==> config.mk <==
export PLATFORM = sky130hd
export DESIGN_NAME = uart_tx_arbiter
export DESIGN_NICKNAME = d
export VERILOG_FILES = /design/src/rtl/uart_tx_arbiter.sv
export SDC_FILE = /design/constraint.sdc
export NUM_CORES = 1
export LEC_CHECK = 0
export BUFFER_PORTS_ARGS = -buffer_cell sky130_fd_sc_hd__clkbuf_2
export CAP_MARGIN = 10
export CORE_ASPECT_RATIO = 0.9
export CORE_MARGIN = 5
export CORE_UTILIZATION = 41
export CTS_BUF_LIST = sky130_fd_sc_hd__clkbuf_8
export DETAILED_ROUTE_END_ITERATION = 8
export PLACE_DENSITY = 0.78
export SLEW_MARGIN = 25
export SYNTH_ARGS = -nofsm -noshare
export SYNTH_HDL_FRONTEND = slang
export SYNTH_SLANG_ARGS = --single-unit
export TNS_END_PERCENT = 1
==> constraint.sdc <==
create_clock -name clk -period 2 [get_ports clk]
set_input_delay 0 -clock clk [delete_from_list [all_inputs] [get_ports clk]]
set_output_delay 0 -clock clk [all_outputs]
set_load 0.05 [all_outputs]
==> src/rtl/uart_tx_arbiter.sv <==
// Round-robin arbiter sharing one UART transmit register port between NUM_REQ byte streams.
// Define UART_ARB_TIMEOUT_EN to force-release packet locks whose owner stalls for LOCK_TIMEOUT cycles.
module uart_tx_arbiter #(
  parameter int unsigned NUM_REQ      = 2,
  parameter logic [31:0] BAUD_DIV     = 32'h1B8,
  parameter logic [31:0] UART_BASE    = 32'h0,
  parameter int unsigned LOCK_TIMEOUT = 1024
) (
  input  logic                   clk,
  input  logic                   rst,
  input  logic [NUM_REQ-1:0]     req_valid_i,
  input  logic [NUM_REQ*8-1:0]   req_data_i,
  input  logic [NUM_REQ-1:0]     req_last_i,
  output logic [NUM_REQ-1:0]     req_ready_o,
  output logic                   uart_we_o,
  output logic [31:0]            uart_addr_o,
  output logic [31:0]            uart_data_o,
  input  logic [31:0]            uart_data_i,
  output logic                   init_done_o,
  output logic                   busy_o
);

  localparam int unsigned PW = (NUM_REQ > 1) ? $clog2(NUM_REQ) : 1;

  localparam logic [31:0] ADDR_CTRL   = UART_BASE + 32'h0;
  localparam logic [31:0] ADDR_STATUS = UART_BASE + 32'h4;
  localparam logic [31:0] ADDR_BAUD   = UART_BASE + 32'h8;
  localparam logic [31:0] ADDR_TXDATA = UART_BASE + 32'hC;

  localparam logic [2:0] ST_INIT_BAUD = 3'd0;
  localparam logic [2:0] ST_INIT_CTRL = 3'd1;
  localparam logic [2:0] ST_ARB       = 3'd2;
  localparam logic [2:0] ST_POLL      = 3'd3;
  localparam logic [2:0] ST_WRITE     = 3'd4;

  if (NUM_REQ < 1 || NUM_REQ > 8 || LOCK_TIMEOUT < 1 || LOCK_TIMEOUT > 65535) begin : g_bad_cfg
    $error("uart_tx_arbiter: parameter out of range");
  end

  logic [2:0]         r_state;
  logic [NUM_REQ-1:0] r_ready;
  logic               r_we;
  logic [31:0]        r_addr;
  logic [31:0]        r_data;
  logic               r_init_done;
  logic               r_lock;
  logic [PW-1:0]      r_owner;
  logic [PW-1:0]      r_ptr;
  logic [7:0]         r_hold;
`ifdef UART_ARB_TIMEOUT_EN
  logic [15:0]        r_to_cnt;
`endif

  logic               w_gnt_vld;
  logic [PW-1:0]      w_gnt_idx;
  logic [NUM_REQ-1:0] w_gnt_oh;
  logic [7:0]         w_gnt_data;
  logic               w_gnt_last;
  int                 w_scan;
  logic               w_unused;

  assign w_unused = ^uart_data_i[31:1];

  // A held lock restricts eligibility to its owner; otherwise scan from r_ptr+1 with wrap.
  always_comb begin
    w_gnt_vld  = 1'b0;
    w_gnt_idx  = '0;
    w_scan     = 0;
    if (r_lock) begin
      w_gnt_vld = req_valid_i[r_owner];
      w_gnt_idx = r_owner;
    end else begin
      for (int i = 1; i <= int'(NUM_REQ); i++) begin
        w_scan = int'(r_ptr) + i;
        if (w_scan >= int'(NUM_REQ)) w_scan = w_scan - int'(NUM_REQ);
        if (!w_gnt_vld && req_valid_i[w_scan]) begin
          w_gnt_vld = 1'b1;
          w_gnt_idx = PW'(w_scan);
        end
      end
    end
    w_gnt_data = req_data_i[int'(w_gnt_idx)*8 +: 8];
    w_gnt_last = req_last_i[w_gnt_idx];
  end

  assign w_gnt_oh = NUM_REQ'(1) << w_gnt_idx;

  always_ff @(posedge clk) begin
    if (rst) begin
      r_state     <= ST_INIT_BAUD;
      r_ready     <= '0;
      r_we        <= 1'b0;
      r_addr      <= ADDR_STATUS;
      r_data      <= 32'h0;
      r_init_done <= 1'b0;
      r_lock      <= 1'b0;
      r_owner     <= '0;
      r_ptr       <= PW'(NUM_REQ - 1);
      r_hold      <= 8'h0;
`ifdef UART_ARB_TIMEOUT_EN
      r_to_cnt    <= 16'h0;
`endif
    end else begin
      r_ready <= '0;
      r_we    <= 1'b0;
      r_addr  <= ADDR_STATUS;
      r_data  <= 32'h0;
      case (r_state)
        ST_INIT_BAUD: begin
          r_we    <= 1'b1;
          r_addr  <= ADDR_BAUD;
          r_data  <= BAUD_DIV;
          r_state <= ST_INIT_CTRL;
        end
        ST_INIT_CTRL: begin
          // tx enable only; rx enable and the ID-send bit stay clear
          r_we        <= 1'b1;
          r_addr      <= ADDR_CTRL;
          r_data      <= 32'h1;
          r_init_done <= 1'b1;
          r_state     <= ST_ARB;
        end
        ST_ARB: begin
          if (w_gnt_vld) begin
            r_ready <= w_gnt_oh;
            r_hold  <= w_gnt_data;
            r_state <= ST_POLL;
            if (w_gnt_last) begin
              r_lock <= 1'b0;
              r_ptr  <= w_gnt_idx;
            end else begin
              r_lock  <= 1'b1;
              r_owner <= w_gnt_idx;
            end
          end
`ifdef UART_ARB_TIMEOUT_EN
          if (w_gnt_vld) begin
            r_to_cnt <= 16'h0;
          end else if (r_lock) begin
            if (r_to_cnt == 16'(LOCK_TIMEOUT - 1)) begin
              r_lock   <= 1'b0;
              r_ptr    <= r_owner;
              r_to_cnt <= 16'h0;
            end else begin
              r_to_cnt <= r_to_cnt + 16'h1;
            end
          end
`endif
        end
        ST_POLL: begin
          if (!uart_data_i[0]) r_state <= ST_WRITE;
        end
        ST_WRITE: begin
          r_we    <= 1'b1;
          r_addr  <= ADDR_TXDATA;
          r_data  <= {24'h0, r_hold};
          r_state <= ST_ARB;
        end
        default: r_state <= ST_INIT_BAUD;
      endcase
    end
  end

  assign req_ready_o = r_ready;
  assign uart_we_o   = r_we;
  assign uart_addr_o = r_addr;
  assign uart_data_o = r_data;
  assign init_done_o = r_init_done;
  assign busy_o      = (r_state == ST_POLL) || (r_state == ST_WRITE) || r_lock;

endmodule

Word level (Yosys, flattened, before mapping)
Cells that the tools add are included.
{"block": "op_classes", "add_sub_neg": 4, "n_mux": 28, "n_eq_ne": 6, "n_lt_le_gt_ge": 6, "n_shift": 2, "reduce_logical": 12, "n_bitwise": 3}
{"op": "$mux 32", "count": 4}
{"op": "$lt 32x3->1 const B", "count": 2}
{"op": "$pmux 9 s3", "count": 1}
{"op": "$mux 1", "count": 19}
{"op": "$shiftx 16x5->8", "count": 1}
{"op": "$pmux 3 s4", "count": 1}
{"op": "$pmux 4 s3", "count": 1}
{"op": "$eq 3x2->1 const B", "count": 2}
{"op": "$mux 3", "count": 2}
{"op": "$reduce_and 3->1", "count": 2}
{"op": "$reduce_or 3->1", "count": 2}
{"op": "$lt 1x2->1 const B", "count": 2}
{"op": "$ne 2x2->1 const B", "count": 2}
{"op": "$reduce_and 2->1", "count": 2}
{"op": "$sub 3x2->4 const B", "count": 1}
{"op": "$add 1x2->3 const B", "count": 1}
{"op": "$eq 3x1->1 const B", "count": 1}
{"op": "$eq 3x3->1 const B", "count": 1}
{"op": "$ge 3x2->1 const B", "count": 1}
{"op": "$logic_not 3->1", "count": 1}
{"op": "$not 1->1", "count": 3}
{"op": "$sub 2x2->3 const B", "count": 1}
{"op": "$add 1x1->2 const B", "count": 1}
{"op": "$ge 2x2->1 const B", "count": 1}
{"op": "other kinds (5)", "count": 6}
{"block": "totals", "in_bits": 54, "regBits": 82, "word_cells": 71, "out_inout_bits": 69}

Depth between registers and ports, before layout
Gate-level depths: netlist of the first run.
{"block": "depth", "ltp_word": 17, "ltp_mapped": 6, "depth_no_buf": 4}

Least setup slack after synthesis of the first run
No wires, ideal clock.
{"block": "synth_timing", "path_type": "register to register", "start": "register r_owner", "end": "register r_lock", "stages_incl_launch_ff": 6, "setup_time_ps": 116, "arrival_time_ps": 1382, "period_less_slack_ps": 1498, "required_time_ps": 1884, "slack_ps": 502, "path_buffers": 1, "path_cell_list": "dfxtp_1 mux2i_1 a2111oi_4 buf_4 nor3b_1 a31o_1"}
{"block": "synth_via", "elab_chain_cells": 4, "elab_cells_between_ends": 8, "classes_between": "7 x mux; 1 x reduce/logical"}
{"item": "start, declared", "line": "47", "source": "logic [PW-1:0] r_owner;"}
{"item": "start signal, assigned", "line": "133", "source": "r_owner <= w_gnt_idx;"}
{"item": "$mux 1, on equally long branches", "line": "69, 70"}
{"item": "$mux 1, on equally long branches", "line": "83, 70"}
{"item": "$mux 1, on equally long branches", "line": "83, 69"}
{"item": "$mux 1 or $reduce_and 2->1 (tied branches)"}
{"item": "end signal, assigned", "line": "96", "source": "r_lock <= 1'b0;"}
{"item": "end signal, assigned", "line": "129", "source": "r_lock <= 1'b0;"}
{"item": "end signal, assigned", "line": "132", "source": "r_lock <= 1'b1;"}
{"item": "end, declared", "line": "46", "source": "logic r_lock;"}
Several ways; a longest one is shown, not always the timed one. The select of a mux whose other input is x is not followed.
A chain may end at the register's enable or synchronous reset.

Final worst setup path of the first run
{"block": "layout_timing", "start": "register r_owner", "end": "register r_hold[2]"}
{"block": "layout_via", "elab_chain_cells": 4, "elab_cells_between_ends": 6, "classes_between": "1 x shift; 4 x mux; 1 x reduce/logical"}
{"item": "branches (longest 4 deep; another with $shiftx 16x5->8)"}
{"item": "end signal, assigned", "line": "126", "source": "r_hold <= w_gnt_data;"}
{"item": "end, declared", "line": "49", "source": "logic [7:0] r_hold;"}
Several ways; the timed one is not identified. The select of a mux whose other input is x is not followed.

==> results.txt, run 1 <==
The library cell used most frequently in the layout, excluding fill and tap cells, is conb_1. The highest clock frequency the design can meet came out at 0.592 GHz. The largest vdd supply drop is 0.266 mV. The post-synthesis register bit count is 29. The post-detailed-route wirelength per cell is 11.2 um. The signal on the critical path passes through mux2i_1 -> a2111oi_4 -> buf_4 -> nor2_1 -> a311oi_2.

In this run, post-CTS repair resized a total of 0 instances. For the finished layout, the period the worst path requires is 1690 ps. The static leakage power is 0.000918 uW. The floorplan has 21 rows.

The master of the slowest instance on the critical path is a2111oi_4. The layout overhead on the synthesized area is 19.0%. The number of detailed-route iterations in the first pass came out at 4.

For this block, the routed nets add up to 3250 um of wire. dfxtp_1 takes more of the synthesized area than any other cell. The clock skew is 3.45 ps. The final critical path takes up 84.4% of the cycle. The number of synthesized flops with an enable pin came out at 0.

The async set-or-reset flop fraction in the synthesized netlist came out at 0%. Setup repair after global routing left no endpoint under its margin. CTS saw 29 sinks. Synthesis instantiated 33 different standard cells from the library. The number of global-route vias before repair is 1213. The starting density of the core came out at 42.7%. The hold-fix buffer count after cts came out at 18.

The cell area after layout is 1900 um2. The tree is rooted in a clkbuf_8. Global routing used 13.0% of the available tracks. The vias per cell is 4.29. Summed over all layers, the global routing overflow is 0. In this run the horizontal extent of the chip is 75.7 um. The arrival time reported for the critical path endpoint came out at 1880 ps. The worst setup path is of the register to register kind. At the placement stage, the worst setup path has a slack of 294 ps. The half-perimeter wire length after placement is 2340 um. Leaving out fill and tap cells, the most frequent cells in the layout are conb_1 (53), clkbuf_2 (38), dfxtp_1 (29), nand2_1 (22), dlygate4sd3_1 (18).

In this run the number of H-tree levels came out at 2. The worst hold slack after final layout is 29.6 ps. The number of buffers on the longest clock path is 2.

The count of nets after finishing came out at 296. The number of failing hold endpoints at the final stage is 0. Summed over all failing endpoints, the final setup total negative slack is 0 ps. The run finished with clean final reports. The number of antenna diodes came out at 0. The full die area came out at 5230 um2. The most used flip-flop cell after synthesis is dfxtp_1. Buffers placed on the I/O ports in this run total 38. The first global-routing pass estimated 5310 um of wire. The number of max-slew violations in the final report is 0. By area the synthesized netlist is led by dfxtp_1 (36%), buf_4 (25%), a311oi_2 (6.6%), nand2_1 (5.2%), nor2_1 (3.8%). The power density over cell area is 868 nW/um2.

The synthesized netlist occupies a cell area of 1590 um2. The sequential fraction of the synthesis area is 36.4%. STA classifies the critical path endpoint as a register.

The worst-path maximum fanout came out at 17. The worst hold path belongs to the class primary input to register. The initial DRC count is 57.

The largest stage delay on the critical path came out at 420 ps. The core area is 3730 um2. The data required time of the worst path came out at 2190 ps. Once detail routing completed, the nets flagged for antenna violations numbered 0. The average instance in the mapped netlist occupies 8.66 um2. The CTS buffer count came out at 5. TritonCTS built the clock tree. The ratio of cells with drive above 1 in the final layout came out at 25.9%.

The initial antenna violation count is 0. The last weighted congestion value of the routability-driven placer is 0.730. The count of yosys warnings during synthesis is 0. After synthesis, the largest area contributor takes up 36.4% of total cell area. Entering global routing, the biggest net connects 20 pins.

The number of fillers in the final layout is 370. The number of post-CTS setup repair buffers came out at 0. The die is 69.1 um tall.

The gate count after technology mapping is 184. STA classifies the critical path startpoint as a register. The clock transition at the registers of the reported paths is 60 ps. Across the run, the number of max-cap violations was 0. The final setup slack of the worst path is 311 ps. The via total after detailed routing is 1239. The count of unresolved DRC violations after routing came out at 0. The clock network latency to the later pin of the worst-skew pair came out at 280 ps. Summing all placed instances gives a cell area of 1630 um2. The setup violation total in the final timing report is 0.

The number of ports placed on the die boundary is 123.
## logic make-up after synthesis
logic type      share of synthesized area (%)
buf+inv                                  29.8
flops                                    36.4
simple gates                             16.0
other cells                             0.235
mux                                      1.34
compound gates                           16.2
## metal layers
metal,GRT usage [%],share of wire [%],wire length [um],vias to the layer above
li1,-,-,-,617
met1,14.8,40,1280,555
met2,21.5,49,1600,59
met3,4.51,9.5,307,8
met4,5.24,1.7,56,0
met5,0,0,0,-
## flip-flops by register name, summed over array words and instances, names as in the netlist, 2 cells and up
name,cells
uart_data_o,9
r_hold,8
r_state,3
req_ready_o,2
uart_addr_o,2
## per-stage QoR
| stage | util, % | total power, uW | instances |
|---|---|---|---|
| 2_1_floorplan | - | 1170 | 236 |
| 4_1_cts | 50.8 | 1660 | 289 |
| 6_report | 50.8 | 1650 | 289 |
| 5_1_grt | 50.8 | 1730 | 289 |
| 3_5_place_dp | 43.7 | 1170 | 263 |
| 3_3_place_gp | 43.7 | 1160 | 263 |
## Yosys cell counts (3+ instances only)
cell and n:
inv_1 6, nor3b_1 3, and3_1 3, a311oi_2 7
nand2_1 22, a21oi_1 10, buf_4 54, or3_1 3
dfxtp_1 29, clkbuf_1 5, nor2_1 16
## final timing paths
kind,depth (start not counted),slack (ps),endpoint,start
worst min register to register,2,460,uart_data_o[7]$_SDFF_PP0_,r_hold[7]$_SDFFE_PP0P_
worst max-delay path,5,310,r_hold[2]$_SDFFE_PP0P_,r_owner$_SDFFE_PP0P_
worst max register to register,5,310,r_hold[2]$_SDFFE_PP0P_,r_owner$_SDFFE_PP0P_
worst min-delay path,3,30,r_ptr$_SDFFE_PP1P_,req_last_i[0]
## area by class of cell
| class | count | area (um2) | area share, % |
|---|---|---|---|
| flip-flops and latches | 29 | 581 | 30.6 |
| well taps | 46 | 57.6 | 3.04 |
| inverters | 8 | 30.0 | 1.58 |
| repair buffers | 61 | 408 | 21.5 |
| clock buffers | 5 | 68.8 | 3.63 |
| multi-input cells | 137 | 733 | 38.7 |
| clock inverters | 3 | 17.5 | 0.924 |
## power by group
group	internal (uW)	switching [uW]	leakage, uW
combinational	115	420	0.000636
sequential	622	24.7	0.000238
clock	239	224	0.0000439
## worst max-delay path, delay by kind of cell (launching register included)
kind | cells | cell delay, ps
mux | 1 | 160
flops | 1 | 410
simple gates | 1 | 80
buf+inv | 1 | 310
compound gates | 2 | 650
(Power assumes the default switching activity.)
==> inputs of run 2 (changes only) <==
clock period = 1.75 ns   (was 2 ns; I/O delays follow)
==> run 2 against run 1 <==
Worst hold slack worse by 18 ps. Global-route usage about the same. Register-to-register slack worse by 200 ps. Via count down 0.97%. Routed wire length up 1.3%. First-iteration DRC count down 46%. Non-clock buffer count up 4. Critical path depth down 1. Total power up 19%. Sequential power up 14%.
==> results.txt, run 2 (synthesized netlist as in run 1, its figures left out) <==
The run finished with clean final reports. The setup path with the least slack is of type register to register. The layout overhead on the synthesized area is 22.2%. The kind of path behind the tightest hold check is primary input to register.

The tightest slew margin relative to the limit is 66.6%. The worst setup path is captured at a register. The final design utilization is 52.1% (+1.3 points). The number of failing hold endpoints at the final stage is 0 (unchanged). The number of detailed-route iterations in the first pass is 4 (unchanged). The core area is 3730 um2 (unchanged). The share of the clock period used by the worst path came out at 93.7% (+9.3 points).

The depth of the CTS H-tree came to 2 (unchanged). The data required time of the worst path is 1920 ps (-270 ps). The horizontal die dimension is 75.7 um (unchanged). The clock transition at the registers of the reported paths came to 60 ps (about the same). The CTS buffer count is 5 (unchanged). The chip height is 69.1 um (unchanged). The clock skew is 2.91 ps (-0.547 ps). The clock sink count was 29 (unchanged). The leading cell type in the layout, fill and taps excluded is conb_1. The total track usage came out at 12.9% (-0.029 points).

The worst-path maximum fanout was 14 (-3). The largest individual stage delay along the critical path comes from the cell a22o_1. The last weighted congestion value of the routability-driven placer came out at 0.725 (-0.62%). The post-route antenna net violation count was 0 (unchanged). The largest vdd supply drop came out at 0.320 mV (+20%). The setup TNS is 0 ps (unchanged). The setup violation total in the final timing report came out at 0 (unchanged). The number of fillers in the final layout was 362 (-2.2%).

The aggregate global routing overflow came out at 0 (unchanged). STA classifies the critical path startpoint as a register. The final critical-path required period came out at 1640 ps (-48.9 ps). The initial DRC count is 31 (-46%). The count of unresolved DRC violations after routing is 0 (unchanged). Clock tree synthesis selected as its root buffer the cell clkbuf_8. The number of I/O port buffers came out at 38 (unchanged).

The clock network latency to the later pin of the worst-skew pair is 280 ps (about the same). The wire length of the first global-routing pass is 5240 um (-1.4%). The number of global-route vias before repair came out at 1196 (-1.4%). The initial antenna violation count is 0 (unchanged).

The largest stage delay on the critical path was 470 ps (+50 ps). The count of nets after finishing came out at 300 (+1.4%). The number of placement rows came to 21 (unchanged). The number of maximum-capacitance constraint violations is 0 (unchanged). In the layout the commonest cells are conb_1 (53), clkbuf_2 (38), dfxtp_1 (29), nand2_1 (22), dlygate4sd3_1 (17). The ratio of cells with drive above 1 in the final layout came to 27.9% (+2.0 points). The post-detailed-route wirelength per cell is 11.2 um (about the same). The half-perimeter wire length after placement came out at 2370 um (+1.3%). Setup repair after global routing left no endpoint under its margin. TritonCTS built the clock tree. The number of max-slew violations in the final report came out at 0 (unchanged). The arrival time reported for the critical path endpoint was 1810 ps (-70 ps).

The measured slew at the worst slew-check pin came out at 502 ps. The signal on the critical path passes through nor2b_1 -> a22o_1 -> nor2_1 -> a2111oi_2. The largest net degree at the start of global routing came out at 19 (-5.0%). The sum of buffers and inverters on the critical path is 0 (-1).

The starting density of the core was 42.7% (unchanged). The power density over cell area is 1010 nW/um2 (+16%). The sum of routed wire length over all layers came out at 3290 um (+1.3%). The number of ports placed on the die boundary came out at 123 (unchanged). The highest clock frequency the design can meet came out at 0.610 GHz (+3.0%).

The number of buffers on the longest clock path is 2 (unchanged). The vias per cell came out at 4.19 (-2.3%). The flip-flop count of the largest register, all copies and words added was 9 (unchanged). The static leakage power came out at 0.000953 uW (+3.8%). The kind of cell with the highest combined delay along the critical path is compound AO/OA/AOI/OAI gates. The full die area came out at 5230 um2 (unchanged). The number of antenna diodes is 0 (unchanged). The via total after detailed routing is 1227 (-0.97%).
[run 2: final timing paths]
kind	from	end	slack (ps)	cells past startpoint
setup / recovery	r_lock$_SDFFE_PP0P_	r_owner$_SDFFE_PP0P_	110	4
hold / removal	req_data_i[13]	r_hold[5]$_SDFFE_PP0P_	10	3
setup reg to reg	r_lock$_SDFFE_PP0P_	r_owner$_SDFFE_PP0P_	110	4
hold reg to reg	r_hold[7]$_SDFFE_PP0P_	uart_data_o[7]$_SDFF_PP0_	460	2
[run 2: cell type report]
class	instances	area [um2]	share of cell area, %
inverters	8	30.0	1.54
clock buffers	7	96.3	4.95
clock inverters	1	5.00	0.257
flip-flops and latches	29	581	29.8
repair buffers	65	439	22.6
well taps	46	57.6	2.96
multi-input cells	137	737	37.9
[run 2: metal layers]
layer  GRT usage [%]  wire, um  share of wire (%)
met4            7.77        92                2.8
met2            20.9      1540                 47
met3            4.22       340                 10
met5               0         0                  0
met1            14.3      1310                 40
[run 2: repair_timing]
item | CTS | global route
hold endpoints to repair | 10 | 0
pin swaps | 1 | 2
setup buffers | 0 | 2
hold buffers | 17 | 0
setup endpoints to repair | 3 | 8
gates resized for setup | 0 | 2
[run 2: tightest hold or removal path, cell delays in order]
cell,delay [ps]
clkbuf_2,80
nand2_1,60
a311oi_2,100
[run 2: through the flow]
stage          worst slack [ps]  instance area [um2]  hold WS (ps)  instances  total power, uW
2_1_floorplan               252                 1790          78.7        236             1340
3_3_place_gp               28.4                 1650           216        266             1330
3_5_place_dp              -38.9                 1650           217        266             1340
4_1_cts                    11.3                 1920          5.98        291             1970
5_1_grt                    33.4                 1950          18.0        293             2050
6_report                    110                 1950          11.3        293             1960
[run 2: power by group]
part | internal, uW | total, uW | switching, uW
sequential | 711 | 735 | 23.3
clock | 354 | 593 | 238
combinational | 141 | 630 | 489
==> inputs of run 3 (changes only) <==
PLACE_DENSITY = not set   (was 0.78)
PLACE_DENSITY_LB_ADDON = 0.12   (was not set)
==> run 3 against run 2 <==
Total power is 3.8% lower. Final cell count is 1.4% lower. Design area is 2.7% lower. Non-clock buffer count is 4 lower. Sequential power hardly changed. Critical path depth is 2 higher. Clock-buffer cell count is 2 lower. Combinational power is 3% lower. Worst hold slack better by 2.1 ps. Critical endpoint is now r_hold[7]$_SDFFE_PP0P_.
==> results.txt, run 3 (synthesized netlist as in run 1, its figures left out) <==
The run finished with clean final reports. The placement-stage worst setup slack came out at 115 ps (+154 ps). The number of global-route vias before repair came out at 1082 (-9.5%). The met2 usage is 20.8% (-0.096 points). The largest vdd supply drop came out at 0.392 mV (+23%). The wire length of the first global-routing pass is 4950 um (-5.5%). The power share of the combinational group is 32.6% (+0.4 points). The clock skew is 3.61 ps (+0.702 ps). The half-perimeter wire length after placement came out at 2360 um (-0.41%). The layout overhead on the synthesized area is 18.9%. The setup violation total in the final timing report was 0 (unchanged). The count of nets after finishing came out at 296 (-1.3%). The flip-flop count of the largest register, all copies and words added came out at 9 (unchanged). The initial DRC count is 60 (+94%). The number of fillers in the final layout is 386 (+6.6%).

The internal power summed over all cells came to 1120 uW (-7.4%). The number of buffers on the longest clock path is 2 (unchanged). The share of the clock period used by the worst path came to 93.5% (-0.15 points).

The sum of buffers and inverters on the critical path was 2 (+2). The CTS buffer count came out at 5 (unchanged). The min-delay analysis places its worst path in the category primary input to register.

The depth of the critical timing path with buffers and inverters included is 6 (+2). Among cell families on the critical path, the largest total delay comes from compound AO/OA/AOI/OAI gates. The power density over cell area is 994 nW/um2 (-1.2%). The largest net degree at the start of global routing is 19 (unchanged).

The worst-path maximum fanout is 10 (-4). The full die area is 5230 um2 (unchanged). The initial antenna violation count is 0 (unchanged). Leaving out fill and tap cells, the most frequent cell in the layout is conb_1.

The net switching share of the total power is 40.6% (+2.3 points). The clock sink count came out at 29 (unchanged). The number of placement rows came to 21 (unchanged). The area used by sequential logic in the layout is 581 um2 (unchanged).

The total power consumption of the routed design came to 1880 uW (-3.8%). The post-route antenna net violation count came out at 0 (unchanged). The largest individual stage delay along the critical path comes from the cell a2111oi_4. In this run the critical register-to-register path is captured at r_hold[7]$_SDFFE_PP0P_.

The number of ports placed on the die boundary came out at 123 (unchanged). The starting density of the core came out at 42.7% (unchanged). The met3 track demand over resource is 3.20% (-1.0 points). The startpoint identified for the worst register-to-register timing path is r_owner$_SDFFE_PP0P_. The number of antenna diodes came out at 0 (unchanged). The area of combinational cells with multiple inputs is 734 um2 (-0.34%). The clock share of power is 28.1% (-2.2 points). The endpoint of the worst setup timing path is r_hold[7]$_SDFFE_PP0P_.

The number of cells on the worst reg-to-reg path came out at 6 (+2). The final critical-path required period is 1640 ps (-2.60 ps). The core area is 3730 um2 (unchanged). The worst setup path is launched from a register. The minimum setup slack among reg-to-reg paths came out at 110 ps (about the same). The clock network latency to the later pin of the worst-skew pair is 280 ps (about the same). The arrival time reported for the critical path endpoint is 1830 ps (+20 ps). The total track usage is 12.4% (-0.58 points).

The number of failing hold endpoints at the final stage came out at 0 (unchanged). After global routing, the most crowded layer is met2. The post-detailed-route wirelength per cell is 11.1 um (-1.3%). The global routing met1 resource utilization is 14.1% (-0.18 points). The ratio of cells with drive above 1 in the final layout came out at 27.6% (-0.36 points). TritonCTS built the clock tree. The number of max-slew violations in the final report came to 0 (unchanged). The highest clock frequency the design can meet came out at 0.611 GHz (+0.16%). The via total after detailed routing was 1208 (-1.5%).

The number of maximum-capacitance constraint violations came out at 0 (unchanged). The depth of the CTS H-tree came out at 2 (unchanged). The chip height was 69.1 um (unchanged). The power spent charging and discharging nets is 765 uW (+1.9%).

The data required time of the worst path came out at 1940 ps (+20 ps). The largest stage delay on the critical path is 380 ps (-90 ps). The number of I/O port buffers is 38 (unchanged). The final setup slack of the worst path came out at 113 ps (+2.60 ps). The setup path with the least slack is of type register to register. The worst hold slack after final layout is 13.4 ps (+2.10 ps). The aggregate global routing overflow came out at 0 (unchanged). The count of unresolved DRC violations after routing was 0 (unchanged). The sum of routed wire length over all layers came out at 3200 um (-2.6%). Walking the worst path, the cells encountered are mux2i_1 -> a2111oi_4 -> buf_6 -> buf_4 -> nor2_1 -> a311oi_2. The fraction of power consumed by sequential logic was 39.2% (+1.7 points).

The tree is rooted in a clkbuf_8. The critical path capture point type is a register. The static leakage power is 0.000922 uW (-3.2%).

The number of detailed-route iterations in the first pass came out at 4 (unchanged). The clock transition at the registers of the reported paths was 60 ps (about the same). The vias per cell is 4.18 (-0.19%). The horizontal die dimension is 75.7 um (unchanged).

The critical path starts at r_owner$_SDFFE_PP0P_. The top cell types in the final layout, fill and taps aside, are conb_1 (53), clkbuf_2 (38), dfxtp_1 (29), nand2_1 (22), nor2_1 (16). The last weighted congestion value of the routability-driven placer is 0.741 (+2.2%).
## run 3: cell count changes in the layout (fill, tap and decap cells not counted), sizes merged
cell,change
clkinvlp,+1
dlygate4sd3,-2
clkbuf,-2
clkinv,+1
buf,-2
## run 3: worst reg2reg max path, delay by kind of cell (launching register included)
family | cells | cell delay, ps
AOI/OAI and AO/OA | 2 | 610
buffers and inverters | 2 | 380
DFF | 1 | 320
muxes | 1 | 170
and+or+nand+nor | 1 | 70
## run 3: worst min-delay path by stage
stage | from | slack, ps | depth (start not counted) | to
2_1_floorplan | uart_data_i[0] | 80 | 1 | r_state[2]$_SDFFE_PP0P_
3_3_place_gp | uart_data_i[0] | 220 | 2 | r_state[2]$_SDFFE_PP0P_
3_5_place_dp | uart_data_i[0] | 230 | 2 | r_state[2]$_SDFFE_PP0P_
4_1_cts | req_data_i[15] | 10 | 3 | r_hold[7]$_SDFFE_PP0P_
5_1_grt | req_data_i[15] | 10 | 3 | r_hold[7]$_SDFFE_PP0P_
6_report | req_data_i[15] | 10 | 3 | r_hold[7]$_SDFFE_PP0P_
## run 3: final cells by class
type	count	area share, %
clock buffers	5	3.64
clock inverters	3	0.925
inverters	8	1.59
multi-input cells	137	38.8
flip-flops and latches	29	30.7
well taps	46	3.04
repair buffers	61	21.3
## run 3: through the flow
stage	TNS (ps)	util [%]	area, um2	cells
CTS	0	50.6	1890	289
finish	0	50.7	1890	289
global route	-2.18	50.7	1890	289
global placement	0	44.3	1650	266
floorplan	0	-	1790	236
detailed placement	0	44.3	1650	266
## run 3: power by group through the flow
stage	clock network, uW	registers [uW]	logic (uW)
CTS	548	739	611
global route	580	744	652
global placement	0	753	582
finish	530	738	614
floorplan	0	838	502
detailed placement	0	753	583
## run 3: repair_timing
item	in CTS	in global routing
endpoints found under the setup margin	0	5
endpoints found under the hold margin	9	0
hold buffers	15	0
gates resized for setup	0	2
setup buffers	0	0
## run 3: layer usage
layer / wire, um / part of all wire, % / vias to the layer above
met3: 241 / 7.5 / 4
met5: 0 / 0 / -
met2: 1610 / 50 / 48
li1: - / - / 617
met1: 1310 / 41 / 539
met4: 42 / 1.3 / 0
